`src/rtl/systolic_drain_ctrl.sv`:
```
// Drain sequencer: reads the N x N accumulators row by row, writes them one element
// per cycle to the output RAM, then clears them. Optional ReLU: define DRAIN_RELU_EN.
module systolic_drain_ctrl #(
   parameter int N       = 8,
   parameter int DW      = 32,
   parameter int OADDR_W = 8
) (
   input  logic                  clk,
   input  logic                  rst,
   input  logic                  start,
   input  logic [OADDR_W-1:0]    base_addr,
   output logic                  busy,
   output logic                  done,
   output logic [$clog2(N)-1:0]  row_sel,
   input  logic [N*DW-1:0]       acc_row,
   input  logic                  ram_o_ready,
   output logic                  ram_o_wren,
   output logic [OADDR_W-1:0]    ram_o_addr,
   output logic [DW-1:0]         ram_o_data,
   output logic [N*N-1:0]        clr_accum
);

   localparam int RW = $clog2(N);

   localparam logic [1:0] S_IDLE  = 2'd0;
   localparam logic [1:0] S_FETCH = 2'd1;
   localparam logic [1:0] S_WRITE = 2'd2;
   localparam logic [1:0] S_CLEAR = 2'd3;

   logic [1:0]          state_q, state_d;
   logic [RW-1:0]       r_q, r_d;
   logic [RW-1:0]       c_q, c_d;
   logic [RW-1:0]       rsel_q, rsel_d;
   logic [OADDR_W-1:0]  base_q, base_d;
   logic [N*DW-1:0]     rowbuf_q, rowbuf_d;

   logic [DW-1:0]       elem;
   logic [DW-1:0]       elem_out;
   logic [OADDR_W-1:0]  lin_idx;

   always_comb begin
      state_d  = state_q;
      r_d      = r_q;
      c_d      = c_q;
      rsel_d   = rsel_q;
      base_d   = base_q;
      rowbuf_d = rowbuf_q;
      case (state_q)
         S_IDLE: begin
            if (start) begin
               base_d  = base_addr;
               r_d     = '0;
               c_d     = '0;
               state_d = S_FETCH;
            end
         end
         S_FETCH: begin
            rowbuf_d = acc_row;
            rsel_d   = r_q;
            state_d  = S_WRITE;
         end
         S_WRITE: begin
            // A stalled RAM port freezes the whole sequence.
            if (ram_o_ready) begin
               if (c_q == RW'(N - 1)) begin
                  c_d = '0;
                  if (r_q == RW'(N - 1)) begin
                     r_d     = '0;
                     state_d = S_CLEAR;
                  end else begin
                     r_d     = r_q + 1'b1;
                     state_d = S_FETCH;
                  end
               end else begin
                  c_d = c_q + 1'b1;
               end
            end
         end
         S_CLEAR: state_d = S_IDLE;
         default: state_d = S_IDLE;
      endcase
   end

   always_ff @(posedge clk) begin
      if (rst) begin
         state_q  <= S_IDLE;
         r_q      <= '0;
         c_q      <= '0;
         rsel_q   <= '0;
         base_q   <= '0;
         rowbuf_q <= '0;
      end else begin
         state_q  <= state_d;
         r_q      <= r_d;
         c_q      <= c_d;
         rsel_q   <= rsel_d;
         base_q   <= base_d;
         rowbuf_q <= rowbuf_d;
      end
   end

   always_comb begin
      elem    = rowbuf_q[int'(c_q)*DW +: DW];
      lin_idx = OADDR_W'(int'(r_q) * N + int'(c_q));
`ifdef DRAIN_RELU_EN
      elem_out = elem[DW-1] ? '0 : elem;
`else
      elem_out = elem;
`endif
   end

   // row_sel follows r only while fetching so the row mux sees a live select in FETCH.
   assign row_sel    = (state_q == S_FETCH) ? r_q : rsel_q;
   assign busy       = (state_q != S_IDLE);
   assign done       = (state_q == S_CLEAR);
   assign clr_accum  = {(N*N){done}};
   assign ram_o_wren = (state_q == S_WRITE) && ram_o_ready;
   assign ram_o_addr = (state_q == S_WRITE) ? (base_q + lin_idx) : '0;
   assign ram_o_data = (state_q == S_WRITE) ? elem_out : '0;

endmodule

```
`config.mk`:
```
export PLATFORM = sky130hd
export DESIGN_NAME = systolic_drain_ctrl
export DESIGN_NICKNAME = d
export VERILOG_FILES = /design/src/rtl/systolic_drain_ctrl.sv
export SDC_FILE = /design/constraint.sdc
export NUM_CORES = 1
export LEC_CHECK = 0
export ABC_CLOCK_PERIOD_IN_PS = 3200
export BUFFER_PORTS_ARGS = -buffer_cell sky130_fd_sc_hd__buf_2
export CAP_MARGIN = 20
export CORE_MARGIN = 3
export CORE_UTILIZATION = 55
export DETAILED_ROUTE_END_ITERATION = 12
export GPL_TIMING_DRIVEN = 0
export PLACE_DENSITY = 0.84
export SETUP_SLACK_MARGIN = 0.2
export SLEW_MARGIN = 20
export SYNTH_ARGS = -nofsm -noshare
export SYNTH_HDL_FRONTEND = slang
export SYNTH_SLANG_ARGS = --single-unit
```
`constraint.sdc`:
```
create_clock -name clk -period 3.2 [get_ports clk]
set_clock_uncertainty 0.15 [all_clocks]
set_input_delay 0.16 -clock clk [delete_from_list [all_inputs] [get_ports clk]]
set_output_delay 0.16 -clock clk [all_outputs]
set_load 0.01 [all_outputs]
```
# Yosys cells after proc, flatten, opt, wreduce, memory -nomap -nowiden
# Index checks and enable logic that the tools add are counted.
[word_totals]
reg_bits = 275
out_inout_bits = 110
input_bits = 268
wordCells = 43
[classes]
add_sub_neg = 4
reduce_logical = 8
eq_ne = 8
shift = 1
muxes = 16
[op_table]
columns = ["operator", "count"]
rows = [
  ["256-bit by 9-bit indexed part select with 32-bit output", 1],
  ["32-bit two-way mux", 1],
  ["3-bit two-way mux", 7],
  ["3-bit case mux with 2 select lines", 2],
  ["8-bit by 7-bit adder with 8-bit output", 1],
  ["2-bit two-way mux", 4],
  ["8-bit two-way mux", 1],
  ["2-bit case mux with 4 select lines", 1],
  ["6-bit by 3-bit adder with 7-bit output", 1],
  ["3-bit by 1-bit adder with 3-bit output, second input constant", 2],
  ["3-bit == test, second input constant", 2],
  ["2-bit inequality test, second input constant", 3],
  ["3-bit AND reduction", 2],
  ["2-bit == test, second input constant", 2],
  ["4-bit AND reduction", 1],
  ["2-bit nonzero test", 2],
  ["2-bit by 1-bit == test with 1-bit output, second input constant", 1],
  ["2-bit logical NOT", 1],
  ["2-bit AND reduction", 1],
  ["1-bit logical AND", 1],
]

# Logic depth before layout (Yosys ltp)
[logic_depth]
word_depth = 5
mapped_depth = 6
depth_no_buf = 6

# Least setup slack after synthesis
# Ideal clock, no wire load.
[synth_timing]
path_kind = "register -> output"
start = "reg state_q[0]"
end = "out clr_accum[0]"
path_stages_with_launch = 3
slack_ns = 0.962
required_time_ns = 2.890
t_arrival_ns = 1.928
n_path_buf = 1
cell_sequence = "dfxtp_1 -> and2_1 -> buf_4"
[synth_via]
elab_chain_len = 1
[synth_lines]
columns = ["item", "line_no", "source"]
rows = [
  ["start, declared", "30", "logic [1:0] state_q, state_d;"],
  ["start signal, assigned", "93", "state_q <= state_d;"],
  ["2-bit == test", "115", "assign done = (state_q == S_CLEAR);"],
  ["end, declared", "20", "output logic [N*N-1:0] clr_accum"],
]
# Every way passes these cells.

# Worst setup path after layout
[layout_timing]
start = "reg c_q[1]"
end = "out ram_o_data[1]"
[layout_via]
elab_chain_len = 2
[layout_lines]
columns = ["item", "line_no", "source"]
rows = [
  ["start, declared", "32", "logic [RW-1:0] c_q, c_d;"],
  ["start signal, assigned", "88", "c_q <= '0;"],
  ["start signal, assigned", "95", "c_q <= c_d;"],
  ["256-bit by 9-bit indexed part select with 32-bit output", "103", "elem = rowbuf_q[int'(c_q)*DW +: DW];"],
  ["32-bit two-way mux", "119", "assign ram_o_data = (state_q == S_WRITE) ? elem_out : '0;"],
  ["end, declared", "19", "output logic [DW-1:0] ram_o_data,"],
]
# Every way passes these cells.

==> impl_table.tex <==
\begin{tabular}{lr}
\hline
Metric & Value \\
\hline
\multicolumn{2}{l}{\textbf{Yosys}} \\
\quad Largest area contributor in the netlist & sky130\_fd\_sc\_hd\_\_dfxtp\_1 \\
\quad Cell count after synthesis & 1458 \\
\quad Mapped cell area & 12300 um\^{}2 \\
\quad Dominant cell by count in the synthesized netlist & sky130\_fd\_sc\_hd\_\_nand2\_1 \\
\quad Share of Yosys cell area claimed by the top area cell type & around 45\% \\
\quad Total of warnings raised by yosys & 0 \\
\quad Proportion of synthesized chip area in sequential cells & 44.7\% \\
\quad Leading post-synthesis cells by instance count & 541 x sky130\_fd\_sc\_hd\_\_nand2\_1, 275 x sky130\_fd\_sc\_hd\_\_dfxtp\_1, 271 x sky130\_fd\_sc\_hd\_\_a21oi\_1, 79 x sky130\_fd\_sc\_hd\_\_buf\_4, 64 x sky130\_fd\_sc\_hd\_\_mux4\_2 \\
\quad Cell types occupying the most area after synthesis & sky130\_fd\_sc\_hd\_\_dfxtp\_1 45\%, sky130\_fd\_sc\_hd\_\_nand2\_1 16\%, sky130\_fd\_sc\_hd\_\_mux4\_2 12\% \\
\quad Synth Register Bits & between 200 and 300 \\
\quad Synth Net Count & approximately 1.7k \\
\quad Leading register cell type out of synthesis & sky130\_fd\_sc\_hd\_\_dfxtp\_1 \\
\quad Number of flops mapped to enable cells by yosys & 0 \\
\quad Post-synthesis async set-or-reset flop share & 0\% \\
\quad Mean post-synth cell area & about 8.5 um\^{}2 \\
\quad Number of distinct standard cells referenced by the synthesized netlist & 32 \\
\multicolumn{2}{l}{\textbf{Place}} \\
\quad Routability-driven placement congestion ratio & around 0.92 \\
\quad Placed wire-length estimate after detailed placement & about 32000 um \\
\quad Port Buffers & roughly 380 \\
\multicolumn{2}{l}{\textbf{Drt}} \\
\quad Final wirelength & roughly 56000 um \\
\quad Count of nets left with antenna violations after detail routing & 0 \\
\quad Via density per instance & around 6.0 \\
\quad Routed vias & between 10k and 15k \\
\quad Iteration count of the initial detailed-routing pass & 9 \\
\quad Drt drc & 0 \\
\quad Routed length per placed instance & about 23 um \\
\quad Detailed router's first-iteration violation count & 1855 \\
\multicolumn{2}{l}{\textbf{Worst setup path}} \\
\quad Critical-path maximum fanout & 10 \\
\quad Setup CP Type & reg2out \\
\quad Worst EP arrival & 2.70 ns \\
\quad Sort of element at the start of the critical path & flop \\
\quad Required arrival time at the worst endpoint & 2.89 ns \\
\quad Crit. End Element & output pin \\
\multicolumn{2}{l}{\textbf{Power and ir drop}} \\
\quad Share of power burned in registers & between 40\% and 50\% \\
\quad Combinational power share & between 10\% and 20\% \\
\quad Post-route total power & just under 9000 uW \\
\quad Worst IR Drop VDD & between 0.0004 and 0.0005 V \\
\quad Leakage & a little under 0.008 uW \\
\quad Clock network power share & between 40 and 50\% \\
\quad Cell Pwr Density & between 400 and 500 nW/um\^{}2 \\
\quad Int Power & roughly 6400 uW \\
\quad Switching component of the power & roughly 2300 uW \\
\quad Proportion of total power due to net switching & about a quarter \\
\multicolumn{2}{l}{\textbf{Timing}} \\
\quad Relative max-transition margin & approximately half \\
\quad Least-Margin Pin Slew & between 0.7 and 0.8 ns \\
\quad Final count of hold timing violations & 0 \\
\quad Count of pins over their slew limit & 0 \\
\quad Max Fclk & between 300 and 400 MHz \\
\quad Final Cycle Share & between 90\% and 100\% \\
\quad Count of final setup violators & 0 \\
\quad Final Critical Period & about 3.0 ns \\
\quad Final total negative setup slack & 0 ns \\
\quad Setup repair after global routing missed its margin & false \\
\multicolumn{2}{l}{\textbf{GRT}} \\
\quad Global-route usage over all layers & roughly 45\% \\
\quad First-pass GRT wire length & between 80000 and 90000 um \\
\quad GR Overflow Total & 0 \\
\quad Initial antenna violation count & 6 \\
\quad Largest net degree at the start of global routing & 46 \\
\quad Vias in the first global route & approximately 15k \\
\multicolumn{2}{l}{\textbf{Final layout}} \\
\quad Area delta synth->final & 49.3\% \\
\quad Share of post-route cells with drive strength above 1 & a little under 30\% \\
\quad Net count, final & 2423 \\
\quad Area taken by flip-flops and latches & roughly 5500 um\^{}2 \\
\quad Area of the multi-input gates & 5750 um\^{}2 \\
\quad Fillcell total & 1177 \\
\multicolumn{2}{l}{\textbf{Clock network}} \\
\quad Clock tree from TritonCTS & done \\
\quad Bufs on Longest Clock Path & 3 \\
\quad Number of buffers created by CTS & 27 \\
\quad Source-to-sink clock delay at the later pin of the worst-skew pair & 0.54 ns \\
\quad Clk pin slew, worst setup/hold paths & roughly 0.07 ns \\
\quad Post CTS Setup Buffer Count & 0 \\
\quad Deepest level of the CTS H-tree & 1 \\
\quad CTS Root Buffer Type & sky130\_fd\_sc\_hd\_\_clkbuf\_16 \\
\quad TritonCTS Sinks & approximately 280 \\
\multicolumn{2}{l}{\textbf{Floorplan}} \\
\quad Vertical die dimension & roughly 160 um \\
\quad Placeable core region & around 22000 um\^{}2 \\
\quad Die area & 24200 um\^{}2 \\
\quad I/O pins & roughly 380 \\
\quad Die width & 156 um \\
\quad Initial Util & 56.3\% \\
\quad Placement Rows & 54 \\
\multicolumn{2}{l}{\textbf{Job}} \\
\quad Max-cap violations & 0 \\
\multicolumn{2}{l}{\textbf{Min path}} \\
\quad Type of the most critical hold path & in2reg \\
\multicolumn{2}{l}{\textbf{Outcome}} \\
\quad Status & complete, no violations \\
\hline
\end{tabular}
==> power by group through the flow <==
stage | combinational, uW | sequential [uW] | clock [uW]
CTS | 1220 | 3680 | 3580
floorplan | 552 | 3730 | 0
global placement | 931 | 3750 | 0
global route | 1410 | 3710 | 3770
finish | 1330 | 3710 | 3660
detailed placement | 948 | 3760 | 0
==> cell usage in the layout, fill, tap and decap left out, types with 2 or more instances in the layout <==
master / Yosys / routed
sky130_fd_sc_hd__a31oi_1: 2 / 2
sky130_fd_sc_hd__buf_4: 79 / 79
sky130_fd_sc_hd__mux2i_1: 34 / 34
sky130_fd_sc_hd__nand2_1: 541 / 541
sky130_fd_sc_hd__nor3_1: 3 / 3
sky130_fd_sc_hd__o21ai_0: 3 / 3
sky130_fd_sc_hd__a22oi_1: 5 / 5
sky130_fd_sc_hd__ha_1: 10 / 10
sky130_fd_sc_hd__bufinv_16: 0 / 7
sky130_fd_sc_hd__diode_2: 0 / 7
sky130_fd_sc_hd__nor2b_1: 2 / 2
sky130_fd_sc_hd__mux4_2: 64 / 64
sky130_fd_sc_hd__a21oi_1: 271 / 271
sky130_fd_sc_hd__buf_6: 5 / 5
sky130_fd_sc_hd__clkbuf_16: 0 / 27
sky130_fd_sc_hd__a211oi_1: 2 / 2
sky130_fd_sc_hd__nand2b_1: 3 / 3
sky130_fd_sc_hd__clkbuf_4: 0 / 2
sky130_fd_sc_hd__nor2_1: 45 / 45
sky130_fd_sc_hd__and2_1: 5 / 4
sky130_fd_sc_hd__buf_2: 54 / 428
sky130_fd_sc_hd__clkbuf_8: 0 / 4
sky130_fd_sc_hd__clkinv_2: 0 / 4
sky130_fd_sc_hd__nor4_1: 2 / 2
sky130_fd_sc_hd__dlygate4sd3_1: 0 / 280
sky130_fd_sc_hd__and3_1: 2 / 2
sky130_fd_sc_hd__a21o_1: 2 / 2
sky130_fd_sc_hd__inv_1: 2 / 2
sky130_fd_sc_hd__dfxtp_1: 275 / 274
sky130_fd_sc_hd__clkbuf_1: 38 / 42
==> area by class of cell <==
class,instances,area share [%]
antenna,7,0.0952
buffer,176,5.80
clock buffer,35,4.05
clock inverter,14,1.39
inverter,2,0.0408
multi-input combinational,1005,31.2
sequential,275,29.9
tap,280,1.90
timing repair buffer,657,25.6
==> per-stage QoR <==
step / utilization [%] / instance area [um^2] / setup WS (ns) / hold slack (ns) / std cells
floorplan: - / 12300 / 0.962 / 0.146 / 1458
global placement: 66.5 / 14600 / 0.686 / 0.254 / 2114
detailed placement: 66.6 / 14600 / 0.897 / 0.258 / 2115
CTS: 84.0 / 18400 / 0.325 / 0.0653 / 2444
global route: 84.0 / 18400 / 0.174 / 0.139 / 2449
finish: 84.1 / 18400 / 0.194 / 0.0804 / 2451
==> cell families (layout without fill, tap and decap cells) <==
logic type	count (synthesis)	after routing	share of synthesized area, %
other	0	7	0
XOR/XNOR	2	2	0.142
AND/OR/NAND/NOR	605	605	18.8
flip-flops	275	275	44.7
AO/OA/AOI/OAI	289	289	12.0
multiplexers	98	98	14.5
buffers and inverters	178	884	8.68
adder cells (fa/ha/maj)	11	11	1.18
==> layer usage <==
metal	vias to the layer above	routed length (um)	track usage [%]
met5	-	25	0.198
met4	4	5900	36.4
met2	1437	25500	72.7
met1	6656	17800	50.2
li1	6176	-	-
met3	481	6870	12.0
==> worst max-delay path: stages, from the launching register on <==
cell                      delay, ns
sky130_fd_sc_hd__dfxtp_1       0.51
sky130_fd_sc_hd__buf_2         0.34
sky130_fd_sc_hd__buf_2         0.34
sky130_fd_sc_hd__mux4_2        0.24
sky130_fd_sc_hd__mux2i_1       0.07
sky130_fd_sc_hd__nor2_1        0.42
sky130_fd_sc_hd__buf_2         0.23
==> worst paths after layout <==
kind / cells after the start / startpoint / slack [ns] / to
worst max-delay path: 6 / c_q[1] / 0.19 / ram_o_data[1]
worst min-delay path: 3 / rst / 0.08 / r_q[0]
worst max register to register: 5 / state_q[1] / 0.53 / base_q[7]
worst min register to register: 2 / rowbuf_q[213] / 0.30 / rowbuf_q[213]
==> state kept, by name, summed over array words and instances, names as in the netlist <==
signal and count:
state_q 2, r_q 3, rsel_q 3, rowbuf_q 256, c_q 3, base_q 8
==> what timing repair did <==
item                                    CTS  global route
endpoints found under the hold margin   271             0
hold buffers                            280             0
gates resized for setup                   0             3
endpoints found under the setup margin    0             6
(Power assumes the default switching activity.)
